`src/rtl/load_store_unit.sv`:
```
// Load/store unit: one request/ready data-memory transaction per Mem_start, with lane
// steering for stores and sign/zero extension for loads. Optional LSU_TIMEOUT_EN adds an abort timer.
module load_store_unit #(
    parameter int ADDR_W  = 14,
    parameter int TIMEOUT = 255
) (
    input  logic              clock,
    input  logic              reset,
    input  logic              Mem_start,
    input  logic              MemRead,
    input  logic              MemWrite,
    input  logic [1:0]        Mem_size,
    input  logic              Load_unsigned,
    input  logic [31:0]       ALU_Result,
    input  logic [31:0]       Read_data_2,
    output logic              Busy,
    output logic              Done,
    output logic              Access_err,
    output logic [31:0]       Load_data,
    output logic              mem_req,
    output logic              mem_we,
    output logic [ADDR_W-1:0] mem_addr,
    output logic [31:0]       mem_wdata,
    output logic [3:0]        mem_be,
    input  logic              mem_ready,
    input  logic [31:0]       mem_rdata
);
    localparam logic [1:0] IDLE   = 2'd0;
    localparam logic [1:0] ACCESS = 2'd1;
    localparam logic [1:0] RESP   = 2'd2;

    logic [1:0]  state;
    logic [1:0]  lo;
    logic [1:0]  size;
    logic        uns;
    logic        err;
    logic        bad;
    logic [31:0] wdata_lanes;
    logic [3:0]  be_lanes;
    logic [7:0]  byte_lane;
    logic [15:0] half_lane;
    logic [31:0] ext_data;

    wire unused_addr_bits = &{1'b0, ALU_Result[31:ADDR_W+2], TIMEOUT[0]};

    assign Busy       = (state != IDLE);
    assign Done       = (state == RESP);
    assign mem_req    = (state == ACCESS);
    assign Access_err = Done & err;

    assign bad = (Mem_size == 2'b11)
               | ((Mem_size == 2'b01) & ALU_Result[0])
               | ((Mem_size == 2'b10) & (ALU_Result[1:0] != 2'b00))
               | (MemRead & MemWrite);

    // Store lanes are derived from live inputs and captured at accept.
    always_comb begin
        wdata_lanes = Read_data_2;
        be_lanes    = 4'b1111;
        if (MemWrite && !MemRead) begin
            case (Mem_size)
                2'b00: begin
                    wdata_lanes = {4{Read_data_2[7:0]}};
                    be_lanes    = 4'b0001 << ALU_Result[1:0];
                end
                2'b01: begin
                    wdata_lanes = {2{Read_data_2[15:0]}};
                    be_lanes    = ALU_Result[1] ? 4'b1100 : 4'b0011;
                end
                default: ;
            endcase
        end
    end

    always_comb begin
        case (lo)
            2'd0:    byte_lane = mem_rdata[7:0];
            2'd1:    byte_lane = mem_rdata[15:8];
            2'd2:    byte_lane = mem_rdata[23:16];
            default: byte_lane = mem_rdata[31:24];
        endcase
        half_lane = lo[1] ? mem_rdata[31:16] : mem_rdata[15:0];
        case (size)
            2'b00:   ext_data = {{24{~uns & byte_lane[7]}}, byte_lane};
            2'b01:   ext_data = {{16{~uns & half_lane[15]}}, half_lane};
            default: ext_data = mem_rdata;
        endcase
    end

`ifdef LSU_TIMEOUT_EN
    logic [15:0] cnt;
    wire timed_out = (cnt == 16'(TIMEOUT - 1));
`else
    wire timed_out = 1'b0;
`endif

    always_ff @(posedge clock or negedge reset) begin
        if (!reset) begin
            state     <= IDLE;
            lo        <= 2'b00;
            size      <= 2'b00;
            uns       <= 1'b0;
            err       <= 1'b0;
            mem_we    <= 1'b0;
            mem_addr  <= '0;
            mem_wdata <= '0;
            mem_be    <= 4'b0000;
            Load_data <= '0;
`ifdef LSU_TIMEOUT_EN
            cnt       <= '0;
`endif
        end else begin
            case (state)
                IDLE: if (Mem_start && (MemRead || MemWrite)) begin
                    lo        <= ALU_Result[1:0];
                    size      <= Mem_size;
                    uns       <= Load_unsigned;
                    mem_we    <= MemWrite & ~MemRead;
                    mem_addr  <= ALU_Result[ADDR_W+1:2];
                    mem_wdata <= wdata_lanes;
                    mem_be    <= be_lanes;
                    err       <= bad;
                    state     <= bad ? RESP : ACCESS;
`ifdef LSU_TIMEOUT_EN
                    cnt       <= '0;
`endif
                end
                ACCESS: begin
                    // A ready in the limit cycle still completes normally.
                    if (mem_ready) begin
                        state <= RESP;
                        if (!mem_we) Load_data <= ext_data;
                    end else if (timed_out) begin
                        state <= RESP;
                        err   <= 1'b1;
                    end
`ifdef LSU_TIMEOUT_EN
                    if (!mem_ready) cnt <= cnt + 16'd1;
`endif
                end
                default: state <= IDLE;
            endcase
        end
    end
endmodule

```
`config.mk`:
```
export PLATFORM = sky130hd
export DESIGN_NAME = load_store_unit
export DESIGN_NICKNAME = d
export VERILOG_FILES = /design/src/rtl/load_store_unit.sv
export SDC_FILE = /design/constraint.sdc
export NUM_CORES = 1
export LEC_CHECK = 0
export ABC_AREA = 0
export BUFFER_PORTS_ARGS = -buffer_cell sky130_fd_sc_hd__buf_2
export CAP_MARGIN = 20
export CORE_ASPECT_RATIO = 0.5
export CORE_MARGIN = 1
export CORE_UTILIZATION = 47
export DETAILED_ROUTE_END_ITERATION = 10
export MAX_ROUTING_LAYER = met4
export PLACE_DENSITY_LB_ADDON = 0.05
export RECOVER_POWER = 25
export SLEW_MARGIN = 20
export SYNTH_ARGS = -nofsm -noshare
export SYNTH_HDL_FRONTEND = slang
export SYNTH_SLANG_ARGS = --single-unit
```
`constraint.sdc`:
```
create_clock -name clock -period 1.92 [get_ports clock]
set_input_delay 0.576 -clock clock [delete_from_list [all_inputs] [get_ports clock]]
set_output_delay 0.576 -clock clock [all_outputs]
set_load 0.02 [all_outputs]
```
==> results.py, run 1 <==
metrics = {
    "sta": {
        "max_freq_mhz": 540,
        "max_slew_margin": 0.00109,
        "setup-violations-final": 0,
        "rsz0062_at_grt": "false",
        "fin_crit_sh": 0.964,
        "hold_viol": 0,
        "setup_ws_ns": 0.0685,
        "final_max_slew_viol_count": 0,
        "period_needed_ns": 1.85,
        "tightest_slew_ns": 1.50,
        "skew_ns": 0.00554,
    },
    "synth": {
        "netlist_area_um2": 4280,
        "syn_avg_cell_area_um2": 9.09,
        "ys_warn_count": 0,
        "yosysUniqueCellTypes": 44,
        "synthCells": 471,
        "seq_area_frac_synth": 0.532,
        "ys_ff_latch": 91,
        "synth_fp_nets": 576,
    },
    "cells_and_area": {
        "layout.cells.non_filler": 770,
        "area_growth_pct": 31.3,
        "final_common_cell": "buf_2",
        "drive_gt1_frac": 0.350,
        "layout_common_cells": "buf_2, nand2_1, dfrtp_1",
        "seq_area_um2": 2280,
        "multi_input_area_um2": 1840,
        "fillers": 769,
        "nets": 752,
        "fin_util": 0.641,
    },
    "worst_setup_path": {
        "rr_startpoint": "lo[1]",
        "cp-start-kind": "register",
        "crit_arrival_ns": 1.28,
        "path_class": "reg -> out",
        "path_max_fanout": 4,
        "end_kind": "output port",
        "r2r_slack_ns": 0.17,
        "rr_worst_depth": 4,
        "r2r_end": "Load_data[3]",
        "required_ns": 1.34,
    },
    "die": {
        "rows": 24,
        "ios": 192,
        "dieArea_um2": 9520,
        "die_x_um": 137,
        "start_util": 0.488,
        "die_h_um": 69.5,
        "coreArea_um2": 8770,
    },
    "pwr": {
        "p_int_mw": 4.71,
        "ir_worst_vdd_mv": 0.726,
        "switching_power_mw": 3.02,
        "powerDensity_nw_per_um2": 1370,
        "clkPwrFrac": 0.226,
        "p_seq_frac": 0.383,
        "p_sw_frac": 0.391,
        "leakagePower_nw": 3.00,
        "combPwrFrac": 0.391,
    },
    "global_route": {
        "grt.overflow.total": 0,
        "grt_start_max_net_pins": 62,
        "track_usage": 0.262,
        "antenna_found_initial": 1,
        "grt_first_pass_wirelength_mm": 18.6,
        "grt_pass1_vias": 3724,
    },
    "routing": {
        "vias": 3937,
        "first_pass_iters": 4,
        "drcViolationCount": 0,
        "drtIter0Drc": 217,
        "drt-total-wl_mm": 11.5,
        "final_antenna_net_count": 0,
        "via_per_inst": 5.11,
        "wire_per_inst_um": 15.0,
    },
    "clocking": {
        "clkTransAtPathRegs_ns": 0.06,
        "cts_buffers": 9,
        "cts_max_path_buffers": 2,
        "clockRootBuffer": "clkbuf_16",
        "cts-htree-levels": 3,
        "ctsResizeCount": 0,
        "cts_tree": "done",
        "hold_buffers": 0,
        "clkLatencyLatePin_ns": 0.33,
        "postCtsSetupBuffers": 0,
        "clock_sinks": 91,
    },
    "place": {
        "dp_cells": 753,
        "gp_congestion": 0.837,
        "io_buffers": 175,
        "pre_cts_ws_ns": -0.00289,
        "post-dp-hpwl_mm": 8.32,
    },
    "min_path": {
        "whs_endpoint": "mem_addr[1]",
        "hold_path_depth": 3,
        "min_from": "ALU_Result[3]",
        "hp-class": "in -> reg",
    },
    "outcome": {
        "status": "complete, but fails checks",
        "violations": "capacitance limit",
    },
    "flow_run": {
        "max-cap-violations": 1,
    },
}
==> layout make-up <==
type,count,share of cell area
Antenna cell,1,0.000445
Sequential cell,91,0.405
Inverter,5,0.00334
Multi-Input combinational cell,347,0.327
Timing Repair Buffer,193,0.185
Clock buffer,11,0.0432
Tap cell,117,0.0260
Clock inverter,5,0.00935
==> cells in the mapped netlist, drive strengths merged <==
cell | number | area share
o21a | 1 | 0.0018
buf | 19 | 0.029
o22ai | 1 | 0.0015
a22o | 3 | 0.0061
mux2 | 8 | 0.021
dfrtp | 91 | 0.53
and2b | 1 | 0.0020
or3b | 1 | 0.0026
nand3 | 16 | 0.019
a21oi | 33 | 0.040
and3b | 1 | 0.0020
nand2 | 149 | 0.13
a211o | 1 | 0.0020
inv | 5 | 0.0044
and2 | 1 | 0.0015
a21o | 7 | 0.012
o21ba | 1 | 0.0023
a221oi | 1 | 0.0020
nor2b | 9 | 0.013
nand3b | 2 | 0.0064
nor2 | 43 | 0.038
o21ai | 20 | 0.023
mux2i | 10 | 0.023
nor4b | 1 | 0.0035
clkbuf | 9 | 0.0079
o211ai | 9 | 0.016
nand2b | 1 | 0.0015
a22oi | 8 | 0.014
or2b | 1 | 0.0018
o41ai | 6 | 0.012
nor3 | 2 | 0.0050
o211a | 1 | 0.0023
or2 | 1 | 0.0015
nor3b | 1 | 0.0029
a211oi | 7 | 0.015
==> metrics by stage <==
stage	cell area [µm²]	setup TNS, ns	hold WS (ns)	power (mW)
after detailed placement	5350	-0.00289	0.454	6.04
final	5620	0	0.429	7.73
after global routing	5620	0	0.420	8.23
after floorplan	4280	0	0.280	4.89
after global placement	5350	0	0.449	5.98
after CTS	5640	0	0.163	7.81
==> routing by layer <==
layer | track usage | up-vias | part of all wire
met1 | 0.342 | 1863 | 0.46
met3 | 0.0731 | 4 | 0.070
met5 | - | - | 0
met4 | 0.0562 | 0 | 0.0036
li1 | - | 1933 | -
met2 | 0.409 | 137 | 0.47
==> power groups by stage <==
stage               Clock (mW)  Combinational [mW]  Sequential [mW]
floorplan                    0                1.12             3.77
global placement             0                3.01             2.97
detailed placement           0                3.06             2.98
CTS                       1.79                3.06             2.96
global route              1.87                3.31             3.05
finish                    1.74                3.02             2.96
==> kinds of logic (layout without fill, tap and decap cells) <==
family / Yosys count / in the layout / share of synthesized area
flops: 91 / 91 / 0.532
mux: 18 / 18 / 0.0444
compound gates: 99 / 99 / 0.151
buf+inv: 33 / 214 / 0.0412
simple gates: 230 / 230 / 0.231
other cells: 0 / 1 / 0
==> critical path: stages (launching register included) <==
cell and delay [ns]:
dfrtp_1 0.41, or2_2 0.36, buf_2 0.17
==> flip-flops by register name (all words and copies together), names as in the netlist <==
register / cells
mem_addr: 14
err: 1
mem_be: 4
state: 2
Load_data: 32
uns: 1
mem_we: 1
mem_wdata: 32
size: 2
lo: 2
==> worst max-delay path by stage <==
stage             start       endpoint  slack, ns  cells after the start
3_5_place_dp    MemRead  mem_wdata[14]     -0.003                      5
6_report       state[0]           Busy       0.07                      2
4_1_cts        state[0]           Busy       0.06                      2
2_1_floorplan  state[0]     Access_err       0.31                      2
5_1_grt        state[0]           Busy       0.02                      2
3_3_place_gp    MemRead  mem_wdata[14]       0.03                      5
No activity file was read; power rests on OpenSTA's default activity.
==> run 2: changes to the inputs <==
--- a/config.mk
+++ b/config.mk
@@ -9,7 +9,7 @@
 export BUFFER_PORTS_ARGS = -buffer_cell sky130_fd_sc_hd__buf_2
 export CAP_MARGIN = 20
 export CORE_ASPECT_RATIO = 0.5
-export CORE_MARGIN = 1
+export CORE_MARGIN = 5
 export CORE_UTILIZATION = 47
 export DETAILED_ROUTE_END_ITERATION = 10
 export MAX_ROUTING_LAYER = met4
==> run 2 against run 1 <==
Against the previous run: the flow now finishes without violations; critical endpoint unchanged; register-to-register slack better by 0.06 ns; sequential power barely moved; total power grew 1.7%; maximum frequency decreased by 0.17%.
==> results.py, run 2 (synthesis results as in run 1) <==
metrics = {
    "sta": {
        "max_freq_mhz": 539,
        "tightest_slew_ns": 1.34,
        "fin_crit_sh": 0.966,
        "hold_viol": 0,
        "setup-violations-final": 0,
        "period_needed_ns": 1.85,
        "max_slew_margin": 0.109,
        "rsz0062_at_grt": "false",
        "final_max_slew_viol_count": 0,
        "skew_ns": 0.00594,
    },
    "routing": {
        "first_pass_iters": 4,
        "drt-total-wl_mm": 12.2,
        "drtIter0Drc": 253,
        "wire_per_inst_um": 15.8,
        "final_antenna_net_count": 0,
        "vias": 3895,
        "drcViolationCount": 0,
        "via_per_inst": 5.07,
    },
    "die": {
        "start_util": 0.487,
        "rows": 24,
        "die_h_um": 77.5,
        "die_x_um": 145,
        "dieArea_um2": 11200,
        "coreArea_um2": 8800,
        "ios": 192,
    },
    "worst_setup_path": {
        "cp_cell_sequence": "or2_2 > buf_2",
        "slowest_delay_ns": 0.41,
        "path_max_fanout": 4,
        "required_ns": 1.34,
        "path_class": "reg -> out",
        "cp-start-kind": "register",
        "end_kind": "output port",
        "crit_arrival_ns": 1.28,
        "slowest_stage": "dfrtp_1",
    },
    "pwr": {
        "leakagePower_nw": 3.01,
        "p_total_mw": 7.86,
        "ir_worst_vdd_mv": 0.844,
        "powerDensity_nw_per_um2": 1390,
    },
    "place": {
        "gp_congestion": 0.857,
        "post-dp-hpwl_mm": 9.06,
        "io_buffers": 175,
    },
    "cells_and_area": {
        "fillers": 799,
        "multi_input_area_um2": 1840,
        "final_common_cell": "buf_2",
        "seq_area_um2": 2280,
        "layout_common_cells": "buf_2, nand2_1, dfrtp_1",
        "reg_top3": "Load_data x32, mem_wdata x32, mem_addr x14",
        "nets": 751,
        "fin_util": 0.643,
        "drive_gt1_frac": 0.347,
        "area_growth_pct": 32.1,
    },
    "global_route": {
        "grt_pass1_vias": 3923,
        "grt_first_pass_wirelength_mm": 20.2,
        "antenna_found_initial": 1,
        "grt_start_max_net_pins": 52,
        "grt.overflow.total": 0,
        "track_usage": 0.225,
    },
    "clocking": {
        "clkTransAtPathRegs_ns": 0.06,
        "cts-htree-levels": 3,
        "hold_buffers": 0,
        "cts_tree": "done",
        "postCtsSetupBuffers": 0,
        "ctsResizeCount": 0,
        "clock_sinks": 91,
        "clockRootBuffer": "clkbuf_16",
        "clkLatencyLatePin_ns": 0.34,
        "cts_max_path_buffers": 2,
        "cts_buffers": 9,
    },
    "flow_run": {
        "max-cap-violations": 0,
    },
    "outcome": {
        "status": "finished, final reports clean",
    },
    "min_path": {
        "hp-class": "in -> reg",
    },
}
## run 2: per-stage QoR
stage | area [µm²] | setup TNS (ns) | instances | hold WS [ns] | worst slack (ns)
CTS | 5660 | 0 | 768 | 0.135 | 0.0509
global placement | 5350 | 0 | 752 | 0.448 | 0.0283
global route | 5660 | 0 | 769 | 0.423 | 0.0297
finish | 5660 | 0 | 769 | 0.428 | 0.0653
detailed placement | 5350 | -0.0704 | 752 | 0.456 | -0.0198
floorplan | 4280 | 0 | 471 | 0.280 | 0.314
## run 2: metal layers
metal | GRT usage | up-vias | share of wire
met5 | - | - | 0
met4 | 0.0442 | 0 | 0.0062
met3 | 0.0664 | 9 | 0.066
met2 | 0.358 | 125 | 0.47
met1 | 0.291 | 1822 | 0.45
li1 | - | 1939 | -
## run 2: path summary, 6_finish.rpt
check	start	endpoint	slack, ns	depth (start not counted)
setup / recovery	state[0]	Busy	0.07	2
hold / removal	ALU_Result[6]	mem_addr[4]	0.43	3
setup reg to reg	lo[1]	Load_data[1]	0.23	4
hold reg to reg	mem_addr[4]	mem_addr[4]	0.47	2
max in group asynchronous	reset	mem_wdata[11]	0.39	2
min in group asynchronous	reset	Load_data[12]	0.53	1
## run 2: worst max-delay path, delay by kind of cell, from the launching register on
kind | cells | cell delay (ns)
and+or+nand+nor | 1 | 0.36
buffers and inverters | 1 | 0.18
DFF | 1 | 0.41
## run 2: layout make-up
| type | instances | area share |
|---|---|---|
| diodes | 1 | 0.000442 |
| well taps | 117 | 0.0259 |
| clock inverters | 5 | 0.0137 |
| clock buffers | 11 | 0.0411 |
| inverters | 5 | 0.00332 |
| flip-flops and latches | 91 | 0.402 |
| repair buffers | 192 | 0.188 |
| multi-input cells | 347 | 0.325 |
## run 2: power breakdown
part | leakage (nW) | internal (mW) | switching (mW) | total, mW
registers | 1.10 | 2.59 | 0.374 | 2.96
clock network | 0.150 | 1.14 | 0.724 | 1.86
logic | 1.75 | 1.08 | 1.96 | 3.03
total | 3.01 | 4.80 | 3.05 | 7.86
